File: config.mk
export PLATFORM = sky130hd
export DESIGN_NAME = inst_fetch
export DESIGN_NICKNAME = d
export VERILOG_FILES = /design/src/rtl/inst_fetch.sv
export SDC_FILE = /design/constraint.sdc
export NUM_CORES = 1
export LEC_CHECK = 0
export CAP_MARGIN = 20
export CORE_UTILIZATION = 39
export CTS_BUF_LIST = sky130_fd_sc_hd__clkbuf_4
export DETAILED_ROUTE_END_ITERATION = 8
export PLACE_DENSITY = 0.68
export SLEW_MARGIN = 30
export SYNTH_ARGS = -nofsm -noshare
export SYNTH_HDL_FRONTEND = slang
export SYNTH_SLANG_ARGS = --single-unit
File: constraint.sdc
create_clock -name clk -period 6.1 [get_ports clk]
set_clock_uncertainty 0.2 [all_clocks]
set_input_delay 0.915 -clock clk [delete_from_list [all_inputs] [get_ports clk]]
set_output_delay 0.915 -clock clk [all_outputs]
set_load 0.05 [all_outputs]
File: src/rtl/inst_fetch.sv
// Instruction fetch stage: owns the PC, addresses instruction memory and pairs each
// returned instruction with its PC, handling stall, redirect and fetch faults.
module inst_fetch #(
  parameter int INST_ADDR_WIDTH = 16,
  parameter int INST_DATA_WIDTH = 16,
  parameter logic [INST_ADDR_WIDTH-1:0] RESET_PC = '0
) (
  input  logic                       clk,
  input  logic                       rst,
  input  logic                       stall,
  input  logic                       redirect,
  input  logic [INST_ADDR_WIDTH-1:0] redirect_pc,
  output logic [INST_ADDR_WIDTH-1:0] mem_addr,
  input  logic [INST_DATA_WIDTH-1:0] mem_data,
  input  logic                       mem_exc,
  output logic [INST_DATA_WIDTH-1:0] inst,
  output logic [INST_ADDR_WIDTH-1:0] inst_pc,
  output logic                       inst_valid,
  output logic                       fault,
  output logic [1:0]                 fault_cause,
  output logic [INST_ADDR_WIDTH-1:0] fault_pc,
  output logic                       state_dbg
);

  // Handshake: inst_valid qualifies inst/inst_pc in the current cycle; stall is the
  // decode stage's not-ready, and while it is high the same instruction is re-presented
  // (valid stays up) until stall is low at a rising edge.

  typedef enum logic {
    RUN   = 1'b0,
    FAULT = 1'b1
  } state_t;

  localparam logic [1:0] CAUSE_RANGE = 2'b01;
  localparam logic [1:0] CAUSE_ALIGN = 2'b10;
  localparam logic [INST_ADDR_WIDTH-1:0] STEP = INST_ADDR_WIDTH'(2);

  state_t                     state, state_nxt;
  logic [INST_ADDR_WIDTH-1:0] pc, pc_nxt;
  logic [INST_ADDR_WIDTH-1:0] pend_pc, pend_pc_nxt;
  logic                       pend_valid, pend_valid_nxt;
  logic                       fault_nxt;
  logic [1:0]                 fault_cause_nxt;
  logic [INST_ADDR_WIDTH-1:0] fault_pc_nxt;

  always_ff @(posedge clk or negedge rst) begin
    if (!rst) begin
      state       <= RUN;
      pc          <= RESET_PC;
      pend_pc     <= '0;
      pend_valid  <= 1'b0;
      fault       <= 1'b0;
      fault_cause <= 2'b00;
      fault_pc    <= '0;
    end else begin
      state       <= state_nxt;
      pc          <= pc_nxt;
      pend_pc     <= pend_pc_nxt;
      pend_valid  <= pend_valid_nxt;
      fault       <= fault_nxt;
      fault_cause <= fault_cause_nxt;
      fault_pc    <= fault_pc_nxt;
    end
  end

  always_comb begin
    state_nxt       = state;
    pc_nxt          = pc;
    pend_pc_nxt     = pend_pc;
    pend_valid_nxt  = pend_valid;
    fault_nxt       = fault;
    fault_cause_nxt = fault_cause;
    fault_pc_nxt    = fault_pc;
    mem_addr        = pc;

    if (redirect) begin
      mem_addr = redirect_pc;
      if (redirect_pc[0]) begin
        state_nxt       = FAULT;
        fault_nxt       = 1'b1;
        fault_cause_nxt = CAUSE_ALIGN;
        fault_pc_nxt    = redirect_pc;
        pend_valid_nxt  = 1'b0;
      end else begin
        // The pending fetch is wrong-path, so any exception it carries is dropped.
        state_nxt      = RUN;
        pend_pc_nxt    = redirect_pc;
        pend_valid_nxt = 1'b1;
        pc_nxt         = redirect_pc + STEP;
      end
    end else if (state == RUN) begin
      if (stall) mem_addr = pend_pc;
      if (pend_valid && mem_exc) begin
        state_nxt       = FAULT;
        fault_nxt       = 1'b1;
        fault_cause_nxt = CAUSE_RANGE;
        fault_pc_nxt    = pend_pc;
        pend_valid_nxt  = 1'b0;
      end else if (!stall) begin
        pend_pc_nxt    = pc;
        pend_valid_nxt = 1'b1;
        pc_nxt         = pc + STEP;
      end
    end
  end

  assign inst       = mem_data;
  assign inst_pc    = pend_pc;
  assign inst_valid = pend_valid && !mem_exc && (state == RUN);
  assign state_dbg  = (state == FAULT);

endmodule

After elaboration in Yosys (flattened, before gate mapping) --
Cells that the tools add are included.
Cells by class: add/subtract/negate cells 2, equality and inequality tests 6, mux-type cells 33, bitwise gates (word level) 1, reduce and logical (&&, ||, !) cells 9
Operator list (count):
- $mux 16 | 16
- $add 16x2->16 const B | 2
- $mux 1 | 13
- $mux 2 | 4
- $ne 2x2->1 const B | 3
- $reduce_and 3->1 | 2
- $ne 2x1->1 const B | 2
- $reduce_and 4->1 | 1
- $logic_and 1x1->1 | 3
- $ne 3x1->1 const B | 1
- $reduce_and 2->1 | 1
- $reduce_bool 2->1 | 1
- $logic_not 1->1 | 1
- $not 1->1 | 1
Storage, ports and cells: register bits 53, input port bits 37, word-level logic and storage cells 58

Longest topological paths before layout --
depth after elaboration 5, mapped depth 14, depth with buffers taken out 8

Worst setup path after synthesis --
Ideal clock, no wire load.
kind input port to output port, start input port redirect, end output port mem_addr[12], arrival 2822 ps, required time 4985 ps, path slack 2163 ps, cell stages on the path 6, cells stage by stage buf_6 buf_4 buf_2 buf_2 clkbuf_1 o21ai_0
Between the ends: cells in the longest elaborated chain, start to end 1
Ends and longest elaborated chain:
- start, declared | line 11 | input logic redirect,
- $mux 16 | line 76 | if (redirect) begin
- end, declared | line 13 | output logic [INST_ADDR_WIDTH-1:0] mem_addr,
No other way between the ends.

Worst setup path after layout --
start input port stall, end output port mem_addr[5]
Between the ends: cells in the longest elaborated chain, start to end 3
Ends and longest elaborated chain:
- start, declared | line 10 | input logic stall,
- $mux 16
- $mux 16 | line 91 | end else if (state == RUN) begin
- $mux 16 | line 76
No other way between the ends.

==> impl_metrics.toml <==
[synthesis]
synth-edff-count = 0
ys_seq_area_share_pct = 36.8
syn_area_um2 = 3610
synthArstFlopShare_pct = 100
yosysWarnings = 0
synth_fp_nets = 477
ys_seq_elements = 53
syn_avg_cell_area_um2 = 8.22
synth_cells = 439
synthFlopType = "dfrtp_1"
synth_cell_types = 55

[die]
coreArea_um2 = 8850
rows = 34
dieWidth_um = 98.2
initial_core_util_pct = 40.8
chipHeight_um = 98.2
ioPinCount = 106
dieArea_um2 = 9640

[grt]
grt_antenna_before_repair = 0
grt_pass1_vias = 3282
grt_usage_pct = 22.3
overflow = 0
grt_max_degree = 62
grt_first_pass_wirelength_um = 17300

[drt]
via_per_inst = 5.93
wire_per_inst_um = 17.9
drc_errors = 11
drt-total-wl_um = 10400
drtIter0Drc = 285
detail-route-antenna-nets = 0
firstDrtPassIters = 9
num_vias = 3447

[setup_path]
critPathBufInv = 3
end_kind = "primary output"
crit_family = "buffers and inverters"
cp_max_fo = 16
crit_slowest_cell = "clkdlybuf4s50_1"
path_cells = "clkdlybuf4s50_1, nor2b_2, buf_4, mux2i_1, o21ai_0, clkdlybuf4s50_1"
cpMostUsedCell = "clkdlybuf4s50_1"
cp.arrival_ns = 3.88
start_kind = "input port"
crit_type = "in -> out"
required_ns = 4.98
crit_path_max_incr_delay_ns = 0.87

[finish]
most-common-layout-cells = "clkdlybuf4s50_1 (71), dfrtp_1 (53), o21ai_0 (49), nand2_1 (43), a21oi_1 (39)"
n_antenna_cell = 0
fin_nets = 511
layout_commonest_cell = "clkdlybuf4s50_1"
area_growth_pct = 19.1
drive_gt1_share_pct = 5.92

[sta]
post-route-period-util_pct = 81.9
hold_viol = 0
slew_headroom_pct = 43.9
slew_viol_final = 0
tns_ns = 0
worstMarginPinSlew_ns = 0.841
max_freq_ghz = 0.200
setup_viol = 0
fin_crit_ns = 5.00
rsz0062_at_grt = "false"
holdWs_ns = 0.292

[clock_tree]
tritoncts = "done"
worstSkewPairLatency_ns = 0.38
cts_buffer_depth = 2
htree_levels = 2
clock_sinks = 53
cts_setup_buffers = 0
cts_resized = 0
cts_buffers = 5
ctsHoldBuffers = 0
clk_pin_slew_worst_paths_ns = 0.16
cts_root_buf = "clkbuf_4"

[outcome]
status = "finished with violations"
violations = "DRC"

[power]
peakVddDrop_uv = 93.3
p_leak_nw = 1.70
power_density_nw_per_um2 = 288

[hold_path]
holdCritPathClass = "reg -> reg"

[placement]
numPortBuffers = 73
routabilityCongestion = 0.827
dp_hpwl_um = 7190

[flow_run]
drv_cap = 0
## cells by family after synthesis
logic type      Yosys count  synth area share, %
flops                    53                 36.8
fa+ha+maj                 1                0.347
buf+inv                  58                 8.64
xor+xnor                  9                 2.19
simple gates            147                 20.6
compound gates          150                 25.5
mux                      21                 5.90
## worst register-to-register path, stage by stage, from the launching register on
cell and delay (ns):
dfrtp_1 0.60, nand4b_1 0.24, a222oi_1 0.73, and3_1 0.31, mux2_1 0.32, a21oi_1 0.12
## report_power, final
part | leakage [nW] | switching (mW) | internal [mW]
clock | 0.0410 | 0.114 | 0.0837
sequential | 0.614 | 0.0819 | 0.411
combinational | 1.04 | 0.356 | 0.192
## through the flow
| stage | util (%) | worst slack [ns] | std cells | total power, mW | area [µm²] |
|---|---|---|---|---|---|
| after detailed placement | 47.7 | 1.16 | 574 | 1.04 | 4220 |
| after global routing | 48.6 | 1.00 | 581 | 1.30 | 4300 |
| after CTS | 48.5 | 1.12 | 581 | 1.24 | 4290 |
| after floorplan | - | 2.16 | 439 | 0.879 | 3610 |
| after global placement | 47.6 | 1.19 | 574 | 1.04 | 4220 |
| final | 48.6 | 1.10 | 581 | 1.24 | 4300 |
## Yosys cell counts, types with 10 or more instances
cell type  count  area, µm²
o22ai_1       10       62.6
nand2_1       43        161
buf_4         18        135
clkbuf_1      19       71.3
a21oi_1       40        200
o21ai_0       49        245
nor2_1        34        128
dfrtp_1       53       1330
mux2i_1       19        190
nor3_1        12       60.1
a22oi_1       11       82.6
## flip-flops by register name, indices dropped and copies added (netlist names)
name         flops
fault_pc        16
pend_valid       1
fault_cause      2
state_dbg        1
pc              16
inst_pc         16
fault            1
## worst paths after layout
kind                                         from                     end  slack [ns]  depth (start not counted)
worst min register to register  fault$_DFFE_PN0P_       fault$_DFFE_PN0P_        0.29                          1
worst min-delay path            fault$_DFFE_PN0P_       fault$_DFFE_PN0P_        0.29                          1
worst max register to register  pc[3]$_DFFE_PN0P_      pc[14]$_DFFE_PN0P_        3.53                          5
worst max-delay path                        stall             mem_addr[5]        1.10                          6
min in group asynchronous                     rst       pc[1]$_DFFE_PN0P_        0.44                          2
max in group asynchronous                     rst  inst_pc[0]$_DFFE_PN0P_        4.78                          2
## metal layers
layer	vias to the layer above	track usage [%]	part of all wire [%]
li1	1628	-	-
met1	1670	31.4	45
met2	127	34.8	47
met3	22	2.93	5.3
met4	0	8.96	2.7
met5	-	0	0
## cell type report
type,instances,area [µm²]
Tap cell,108,135
Inverter,9,33.8
Fill cell,872,4550
Clock buffer,5,37.5
Timing Repair Buffer,76,743
Clock inverter,2,35.0
Multi-Input combinational cell,328,1990
Sequential cell,53,1330
Note: power is estimated with default switching activity, not from simulation.
